**src/rtl/tape_pkg.sv**
```systemverilog
// Shared types and constants for the cassette-to-RAM write path.
package tape_pkg;

  typedef enum logic [1:0] {
    ST_IDLE     = 2'd0,
    ST_LOADING  = 2'd1,
    ST_DRAINING = 2'd2,
    ST_DONE     = 2'd3
  } tape_state_e;

  localparam int          DEFAULT_DEPTH  = 16;
  localparam int          DEFAULT_ADDR_W = 16;
  localparam int          ENTRY_W        = DEFAULT_ADDR_W + 8;
  localparam logic [15:0] LYNX_LOAD_ADDR = 16'h694D;

  function automatic int entry_width(input int addr_w);
    return addr_w + 8;
  endfunction

endpackage

```
**src/rtl/tape_wr_fifo.sv**
```systemverilog
// Small synchronous FIFO for pending tape bytes; a push into a full FIFO
// succeeds when a pop happens in the same cycle.
module tape_wr_fifo #(
  parameter int DEPTH = 16,
  parameter int WIDTH = 24
) (
  input  logic             clk,
  input  logic             reset_n,
  input  logic             push_i,
  input  logic [WIDTH-1:0] wdata_i,
  input  logic             pop_i,
  output logic [WIDTH-1:0] rdata_o,
  output logic             full_o,
  output logic             empty_o
);

  localparam int              PTR_W    = $clog2(DEPTH);
  localparam logic [PTR_W:0]  CNT_ONE  = (PTR_W + 1)'(1);
  localparam logic [PTR_W:0]  CNT_FULL = (PTR_W + 1)'(DEPTH);
  localparam logic [PTR_W-1:0] PTR_ONE = (PTR_W)'(1);

  logic [WIDTH-1:0] mem_q [DEPTH];
  logic [PTR_W-1:0] wr_ptr_q;
  logic [PTR_W-1:0] rd_ptr_q;
  logic [PTR_W:0]   count_q;
  logic             do_push;
  logic             do_pop;

  assign empty_o = (count_q == '0);
  assign full_o  = (count_q == CNT_FULL);
  assign rdata_o = mem_q[rd_ptr_q];
  assign do_pop  = pop_i && !empty_o;
  assign do_push = push_i && (!full_o || do_pop);

  // Storage is not reset; only the pointers define what is valid.
  always_ff @(posedge clk) begin
    if (do_push) begin
      mem_q[wr_ptr_q] <= wdata_i;
    end
  end

  always_ff @(posedge clk) begin
    if (!reset_n) begin
      wr_ptr_q <= '0;
      rd_ptr_q <= '0;
      count_q  <= '0;
    end else begin
      if (do_push) begin
        wr_ptr_q <= wr_ptr_q + PTR_ONE;
      end
      if (do_pop) begin
        rd_ptr_q <= rd_ptr_q + PTR_ONE;
      end
      case ({do_push, do_pop})
        2'b10:   count_q <= count_q + CNT_ONE;
        2'b01:   count_q <= count_q - CNT_ONE;
        default: count_q <= count_q;
      endcase
    end
  end

endmodule

```
**src/rtl/tape_ram_writer.sv**
```systemverilog
// Turns the TAP parser's level-held byte writes into one-cycle RAM writes,
// replayed in CPU-free cycles, with load progress and completion status.
//
// state    | meaning
// ---------+-------------------------------------------------------------
// IDLE     | after reset, waiting for the first byte of a file
// LOADING  | bytes arriving and draining; waiting for tape_complete edge
// DRAINING | file finished, flushing the queued bytes into RAM
// DONE     | every byte of the file has been written to RAM
module tape_ram_writer
  import tape_pkg::*;
#(
  parameter int DEPTH  = DEFAULT_DEPTH,
  parameter int ADDR_W = DEFAULT_ADDR_W
) (
  input  logic              clk,
  input  logic              reset_n,
  input  logic [ADDR_W-1:0] tape_addr,
  input  logic              tape_wr,
  input  logic [7:0]        tape_dout,
  input  logic              tape_complete,
  input  logic              cpu_mem_req,
  output logic [ADDR_W-1:0] ram_addr,
  output logic              ram_we,
  output logic [7:0]        ram_din,
  output logic              busy,
  output logic              done,
  output logic              overflow,
  output logic [15:0]       byte_count
);

  localparam int EW = entry_width(ADDR_W);

  tape_state_e       state_q, state_d;
  logic              prev_wr_q;
  logic              prev_cmp_q;
  logic [ADDR_W-1:0] last_addr_q;
  logic [ADDR_W-1:0] ram_addr_q;
  logic [7:0]        ram_din_q;
  logic              ram_we_q;
  logic              busy_q, busy_d;
  logic              done_q, done_d;
  logic              overflow_q, overflow_d;
  logic [15:0]       byte_count_q, byte_count_d;

  logic              new_byte;
  logic              cmp_rise;
  logic              pop;
  logic              push_ok;
  logic              fifo_full;
  logic              fifo_empty;
  logic [EW-1:0]     head;

  // A held tape_wr only counts again when the parser moves to a new address.
  assign new_byte = tape_wr && (!prev_wr_q || (tape_addr != last_addr_q));
  assign cmp_rise = tape_complete && !prev_cmp_q;
  assign pop      = !fifo_empty && !cpu_mem_req;
  assign push_ok  = new_byte && (!fifo_full || pop);

  tape_wr_fifo #(
    .DEPTH (DEPTH),
    .WIDTH (EW)
  ) u_fifo (
    .clk     (clk),
    .reset_n (reset_n),
    .push_i  (push_ok),
    .wdata_i ({tape_addr, tape_dout}),
    .pop_i   (pop),
    .rdata_o (head),
    .full_o  (fifo_full),
    .empty_o (fifo_empty)
  );

  always_comb begin
    state_d      = state_q;
    byte_count_d = byte_count_q;
    overflow_d   = overflow_q;
    case (state_q)
      ST_IDLE, ST_DONE: begin
        if (push_ok) begin
          state_d      = ST_LOADING;
          byte_count_d = 16'd1;
          overflow_d   = 1'b0;
        end
      end
      ST_LOADING, ST_DRAINING: begin
        if (push_ok) begin
          byte_count_d = byte_count_q + 16'd1;
        end else if (new_byte) begin
          overflow_d = 1'b1;
        end
        if (state_q == ST_LOADING && cmp_rise) begin
          state_d = ST_DRAINING;
        end
        // Empty with nothing arriving means the last write is on the port now.
        if (state_q == ST_DRAINING && fifo_empty && !push_ok) begin
          state_d = ST_DONE;
        end
      end
      default: state_d = ST_IDLE;
    endcase
    busy_d = (state_d == ST_LOADING) || (state_d == ST_DRAINING);
    done_d = (state_d == ST_DONE);
  end

  always_ff @(posedge clk) begin
    if (!reset_n) begin
      state_q      <= ST_IDLE;
      prev_wr_q    <= 1'b0;
      prev_cmp_q   <= 1'b0;
      last_addr_q  <= '0;
      ram_addr_q   <= '0;
      ram_din_q    <= '0;
      ram_we_q     <= 1'b0;
      busy_q       <= 1'b0;
      done_q       <= 1'b0;
      overflow_q   <= 1'b0;
      byte_count_q <= '0;
    end else begin
      state_q      <= state_d;
      prev_wr_q    <= tape_wr;
      prev_cmp_q   <= tape_complete;
      busy_q       <= busy_d;
      done_q       <= done_d;
      overflow_q   <= overflow_d;
      byte_count_q <= byte_count_d;
      ram_we_q     <= pop;
      if (push_ok) begin
        last_addr_q <= tape_addr;
      end
      if (pop) begin
        ram_addr_q <= head[EW-1:8];
        ram_din_q  <= head[7:0];
      end
    end
  end

  assign ram_addr   = ram_addr_q;
  assign ram_din    = ram_din_q;
  assign ram_we     = ram_we_q;
  assign busy       = busy_q;
  assign done       = done_q;
  assign overflow   = overflow_q;
  assign byte_count = byte_count_q;

endmodule

```
**config.mk**
```make
export PLATFORM = sky130hd
export DESIGN_NAME = tape_ram_writer
export DESIGN_NICKNAME = d
export VERILOG_FILES = /design/src/rtl/tape_pkg.sv /design/src/rtl/tape_wr_fifo.sv /design/src/rtl/tape_ram_writer.sv
export SDC_FILE = /design/constraint.sdc
export NUM_CORES = 1
export LEC_CHECK = 0
export ABC_AREA = 1
export BUFFER_PORTS_ARGS = -buffer_cell sky130_fd_sc_hd__buf_2
export CORE_MARGIN = 4
export CORE_UTILIZATION = 50
export CTS_BUF_LIST = sky130_fd_sc_hd__clkbuf_2 sky130_fd_sc_hd__clkbuf_4 sky130_fd_sc_hd__clkbuf_8
export CTS_CLUSTER_DIAMETER = 150
export DETAILED_ROUTE_END_ITERATION = 6
export PLACE_DENSITY = 0.75
export SYNTH_ARGS = -nofsm -noshare
export SYNTH_HDL_FRONTEND = slang
export SYNTH_SLANG_ARGS = --single-unit
```
**constraint.sdc**
```tcl
create_clock -name clk -period 8.24 [get_ports clk]
set_clock_uncertainty 0.05 [all_clocks]
set_input_delay 0.824 -clock clk [delete_from_list [all_inputs] [get_ports clk]]
set_output_delay 0.824 -clock clk [all_outputs]
set_load 0.02 [all_outputs]
```
After elaboration in Yosys (flattened, before gate mapping)
Memory sizes are Yosys's and may differ from the RTL's. A register that Yosys moved wholly into a read port is not among the register bits.
Index checks and enable logic that the tools add are counted.
- output and inout bits: 44
- memories: 1
- RAM bits: 384
- bits in registers: 53
- bits of input ports: 29
- memory list (name ; depth ; bits a word ; read ports ; clocked after Yosys merged registers in ; wr ports ; line ; RTL):
    u_fifo.mem_q ; 16 ; 24 ; 1 ; 1 ; 1 ; tape_wr_fifo.sv:22 ; logic [WIDTH-1:0] mem_q [DEPTH];
- reductions and logical operators: 27
- add/subtract/negate cells: 5
- muxes and demuxes: 14
- equality and inequality tests: 14
- operators by type and width (cell ; count):
    $mux W16 ; 2
    $pmux W16 S2 ; 1
    $add A16 B1 Y16 const B ; 1
    $ne A16 B16 Y1 ; 1
    $eq A2 B2 Y1 const B ; 5
    $pmux W5 S2 ; 1
    $logic_and A1 B1 Y1 ; 9
    $add A4 B1 Y4 const B ; 2
    $ne A2 B2 Y1 const B ; 4
    $logic_not A1 Y1 ; 7
    $eq A2 B1 Y1 const B ; 3
    $mux W2 ; 3
    $add A5 B1 Y5 const B ; 1
    $eq A5 B5 Y1 const B ; 1
    $logic_not A5 Y1 ; 1
    $mux W1 ; 5
    $sub A5 B1 Y5 const B ; 1
    $logic_or A1 B1 Y1 ; 4
    $pmux W2 S2 ; 1
    $reduce_or A2 Y1 ; 2
    $reduce_and A3 Y1 ; 1
    $logic_not A2 Y1 ; 1
    $pmux W1 S2 ; 1
    $reduce_and A2 Y1 ; 1
    $reduce_bool A2 Y1 ; 1

Longest topological paths before layout
- depth in word-level cells: 11
- depth in mapped cells: 20
- depth with buffers taken out: 18

Hierarchy
A second synthesis with hierarchy kept.
- cell total of the unflattened synthesis: 1758
- area total of the unflattened synthesis: 19462.4 um^2
- by module, submodules not included (module ; times used ; area an instance (um^2) ; cells an instance ; sequential area each (um^2)):
    tape_wr_fifo ; 1 ; 16503.3 ; 1343 ; 11871.4
    tape_ram_writer ; 1 ; 2959.1 ; 415 ; 1281.2

Least setup slack after synthesis
No wires, ideal clock.
- kind: input port to flip-flop
- start: in tape_addr[9]
- end: mem u_fifo.mem_q[11][0], enable pin
- cell stages on the path: 8
- path slack: 4.443 ns
- setup time: 0.435 ns
- data arrival time: 3.312 ns
- data required time: 7.755 ns
- path through: or2_0 -> nand3_1 -> nor2_1 -> nand3_2 -> nand3_2 -> buf_6 -> buf_2 -> nor3_1
- word-level cells in the longest chain between the ends: 7
- RTL lines (item ; line ; RTL):
    start, declared ; tape_ram_writer.sv:18 ; input logic [ADDR_W-1:0] tape_addr,
    $ne A16 B16 Y1 ; tape_ram_writer.sv:55 ; assign new_byte = tape_wr && (!prev_wr_q || (tape_addr != last_addr_q));
    $logic_or A1 B1 Y1 ; tape_ram_writer.sv:55 ;
    $logic_and A1 B1 Y1 ; tape_ram_writer.sv:55 ;
    $logic_and A1 B1 Y1 ; tape_ram_writer.sv:58 ; assign push_ok = new_byte && (!fifo_full || pop);
    $logic_and A1 B1 Y1 ; tape_wr_fifo.sv:33 ; assign do_push = push_i && (!full_o || do_pop);
    $mux W1 ; tape_wr_fifo.sv:37 ; if (do_push) begin
    $mux W1 (not written as such) ; tape_wr_fifo.sv:38 ; mem_q[wr_ptr_q] <= wdata_i;
    end, declared ; tape_wr_fifo.sv:22 ;
Every way passes these cells.

Worst setup path after layout
- start: in tape_addr[1]
- end: reg u_fifo.count_q[4]
- word-level cells in the longest chain between the ends: 7
- elaborated cells on any way between the ends: 9
- classes of those cells: 3 x eq/ne; 1 x mux; 5 x reduce/logical
- RTL lines (item ; line ; RTL):
    $ne A16 B16 Y1 * ; tape_ram_writer.sv:55 ;
    $logic_or A1 B1 Y1 * ; tape_ram_writer.sv:55 ;
    $logic_and A1 B1 Y1 * ; tape_ram_writer.sv:55 ;
    $logic_and A1 B1 Y1 * ; tape_ram_writer.sv:58 ;
    $logic_and A1 B1 Y1 * ; tape_wr_fifo.sv:33 ;
    $eq A2 B1 Y1 or $eq A2 B2 Y1 (tied branches) ; tape_wr_fifo.sv:54 ; case ({do_push, do_pop})
    $pmux W5 S2 or $reduce_bool A2 Y1 (tied branches) ; -- ;
    end signal, assigned ; tape_wr_fifo.sv:55 ; 2'b10: count_q <= count_q + CNT_ONE;
    end signal, assigned ; tape_wr_fifo.sv:56 ; 2'b01: count_q <= count_q - CNT_ONE;
    end signal, assigned ; tape_wr_fifo.sv:57 ; default: count_q <= count_q;
    end, declared ; tape_wr_fifo.sv:25 ; logic [PTR_W:0] count_q;
Every way passes the cells marked *; elsewhere a longest branch is shown, timed or not.
A chain may end at the register's enable or synchronous reset.

==> flow_metrics.env <==
export IMPL_layout_min_cycle_time_ns=3.41
export IMPL_antenna_found_initial=2
export IMPL_status="completed"
export IMPL_cp_cell_sequence="buf_2 -> inv_1 -> nand2_1 -> nand2_1 -> nor2_1 -> nand2_1 -> nor2_1 -> nand3_2 -> nand3_2 -> buf_4 -> ha_1 -> xor2_1 -> ha_1 -> a21o_1 -> nand2_1 -> nand2_1 -> a21oi_1 -> xor2_1 -> nand2_1 -> a21oi_1"
export IMPL_setup_viol=0
export IMPL_vias_per_cell=5.66
export IMPL_power_leakage_nw=7.40
export IMPL_hold_viol=0
export IMPL_rsz0062_at_grt="no"
export IMPL_grt_overflow_total=0
export IMPL_die_w_um=202
export IMPL_synth_cells=1614
export IMPL_routed_via_count=12700
export IMPL_drt_iter0_drc=1306
export IMPL_fin_util=0.572
export IMPL_cts_root_buf="clkbuf_8"
export IMPL_synth_edf_count=384
export IMPL_critical_path_arrival_ns=3.86
export IMPL_yosysMostFrequentCell="edfxtp_1"
export IMPL_max_freq_mhz=293
export IMPL_grt_max_degree=111
export IMPL_first_global_vias=12700
export IMPL_path_class="in -> reg"
export IMPL_powerDensity_mw_per_mm2=295
export IMPL_synth_top_area_frac=0.613
export IMPL_path_clk_slew_ns=0.06
export IMPL_cts_buffer_depth=3
export IMPL_hp_class="reg -> reg"
export IMPL_worstPathMaxFanout=59
export IMPL_syn_area_mm2=0.0188
export IMPL_gp_congestion=0.824
export IMPL_firstDrtPassIters=5
export IMPL_tritoncts="yes"
export IMPL_cts_buffers=74
export IMPL_coreArea_mm2=0.0369
export IMPL_h_tree_depth=3
export IMPL_cp_required_ns=8.69
export IMPL_vdd_drop_max_uv=207
export IMPL_drv_slew=0
export IMPL_fp_dieArea_mm2=0.0408
export IMPL_cp_common_cell="nand2_1"
export IMPL_yosys_area_top_type="edfxtp_1"
export IMPL_setup_tns_final_ns=0
export IMPL_wire_per_inst_um=19.8
export IMPL_crit_slowest_cell="buf_4"
export IMPL_dp_hpwl_um=23800
export IMPL_io_buffers=72
export IMPL_final_antenna_net_count=0
export IMPL_track_usage=0.214
export IMPL_end_kind="flip-flop"
export IMPL_maxCapViolations=0
export IMPL_clock_sinks=461
export IMPL_fin_nets=1721
export IMPL_clk_latency_ns=0.59
export IMPL_fin_crit_sh=0.414
export IMPL_fillers=2938
export IMPL_yosysSeqAreaShare=0.695
export IMPL_ys_ff_latch=461
export IMPL_dieHeight_um=202
export IMPL_ys_flop_type="edfxtp_1"
export IMPL_cts_resized=0
export IMPL_cts_setup_buffers=0
export IMPL_ys_warn_count=0
export IMPL_synth_async_reset_ratio=0
export IMPL_finalPower_mw=6.23
export IMPL_synth_area_top_cells="edfxtp_1 (61%), dfxtp_1 (8.2%), nor2_1 (6.3%), o21ai_0 (5.1%), o211ai_1 (4.0%)"
export IMPL_rows=70
export IMPL_worst_pin_slew_ns=1.15
export IMPL_start_util=0.510
export IMPL_max_slew_margin_rel=0.235
export IMPL_wl_um=44500
export IMPL_synth_commonest_cells="edfxtp_1 (384), nor2_1 (316), o21ai_0 (191), nand2_1 (112), o211ai_1 (99)"
export IMPL_syn_nets=1656
export IMPL_drive_above_1_share=0.140
export IMPL_post_route_drc_count=0
export IMPL_synthDistinctLibCells=33
export IMPL_grt_pass1_wl_um=69400
export IMPL_slowest_delay_ns=0.50
export IMPL_avgSynthCellArea_um2=11.7
export IMPL_syn_to_final_growth_pct=12.1
export IMPL_start_kind="primary input"
export IMPL_ctsHoldBuffers=0
export IMPL_ioPinCount=73
[critical path: cells and delay by family]
kind	cells	cell delay [ns]
AND/OR/NAND/NOR	10	0.85
XOR/XNOR	2	0.28
buffers and inverters	3	0.86
AO/OA/AOI/OAI	3	0.42
adder cells (fa/ha/maj)	2	0.59
[flip-flops by register name, summed over array words and instances, names as in the netlist]
signal           count
busy                 1
byte_count          16
done                 1
last_addr_q         16
overflow             1
prev_cmp_q           1
prev_wr_q            1
ram_addr            16
ram_din              8
ram_we               1
state_q              2
u_fifo.count_q       5
u_fifo.mem_q       384
u_fifo.rd_ptr_q      4
u_fifo.wr_ptr_q      4
[placed cells by master, fill, tap and decap left out, types with 2 or more instances in the layout]
master	n
xnor2_1	5
xor2_1	19
nand3_1	93
o211ai_1	99
clkbuf_4	19
nor3_2	3
nand2_1	112
nor2_1	302
nand3_2	2
o21ai_1	25
dfxtp_1	74
clkinvlp_4	2
buf_4	17
clkbuf_8	84
inv_6	3
buf_2	72
inv_4	2
o21ai_0	191
o221ai_1	21
clkinv_2	11
edfxtp_1	384
ha_1	13
nand4_1	5
bufinv_16	6
clkinv_1	12
nor3_1	8
nor2_2	3
dfxtp_2	2
a21oi_1	45
nor2_4	11
inv_2	5
inv_1	82
[area by class of cell]
type                       count  area [um^2]  share of cell area
tap                          504          631              0.0299
inverter                      90          343              0.0163
clock inverter                33          318              0.0151
antenna                        1         2.50            0.000119
clock buffer                 103         1300              0.0616
multi-input combinational    963         4930               0.234
timing repair buffer          89          488              0.0231
sequential                   461        13100               0.620
[path summary, 6_finish.rpt]
check	endpoint	cells past startpoint	from	slack (ns)
setup / recovery	u_fifo.count_q[4]	20	tape_addr[1]	4.83
hold / removal	overflow	2	overflow	0.40
setup reg to reg	ram_din[0]	10	u_fifo.rd_ptr_q[0]	4.95
hold reg to reg	overflow	2	overflow	0.40
[power by group]
part | leakage [nW] | switching, mW | internal [mW]
sequential | 4.10 | 0.0866 | 2.65
clock | 0.850 | 0.894 | 1.22
combinational | 2.45 | 0.967 | 0.418
[per-stage QoR]
step	setup WS [ns]	hold WS, ns	area [um^2]	cells
floorplan	4.44	0.392	18800	1614
global placement	4.35	0.385	19500	2107
detailed placement	4.29	0.385	19500	2107
CTS	4.90	0.369	21100	2243
global route	4.51	0.403	21100	2243
finish	4.83	0.396	21100	2244
[layer usage]
layer,vias to the layer above,track usage,wire length (um)
li1,5921,-,-
met1,6109,0.280,18100
met2,565,0.356,21400
met3,98,0.0476,3870
met4,2,0.0764,1170
met5,-,0,13
[kinds of logic (layout without fill, tap and decap cells)]
| family | Yosys count | count (layout) | synth area share |
|---|---|---|---|
| adder cells (fa/ha/maj) | 13 | 13 | 0.00865 |
| AO/OA/AOI/OAI | 384 | 384 | 0.120 |
| XOR/XNOR | 24 | 24 | 0.0112 |
| other | 0 | 1 | 0 |
| buffers and inverters | 190 | 315 | 0.0480 |
| AND/OR/NAND/NOR | 542 | 542 | 0.117 |
| flip-flops | 461 | 461 | 0.695 |
(Power assumes the default switching activity.)
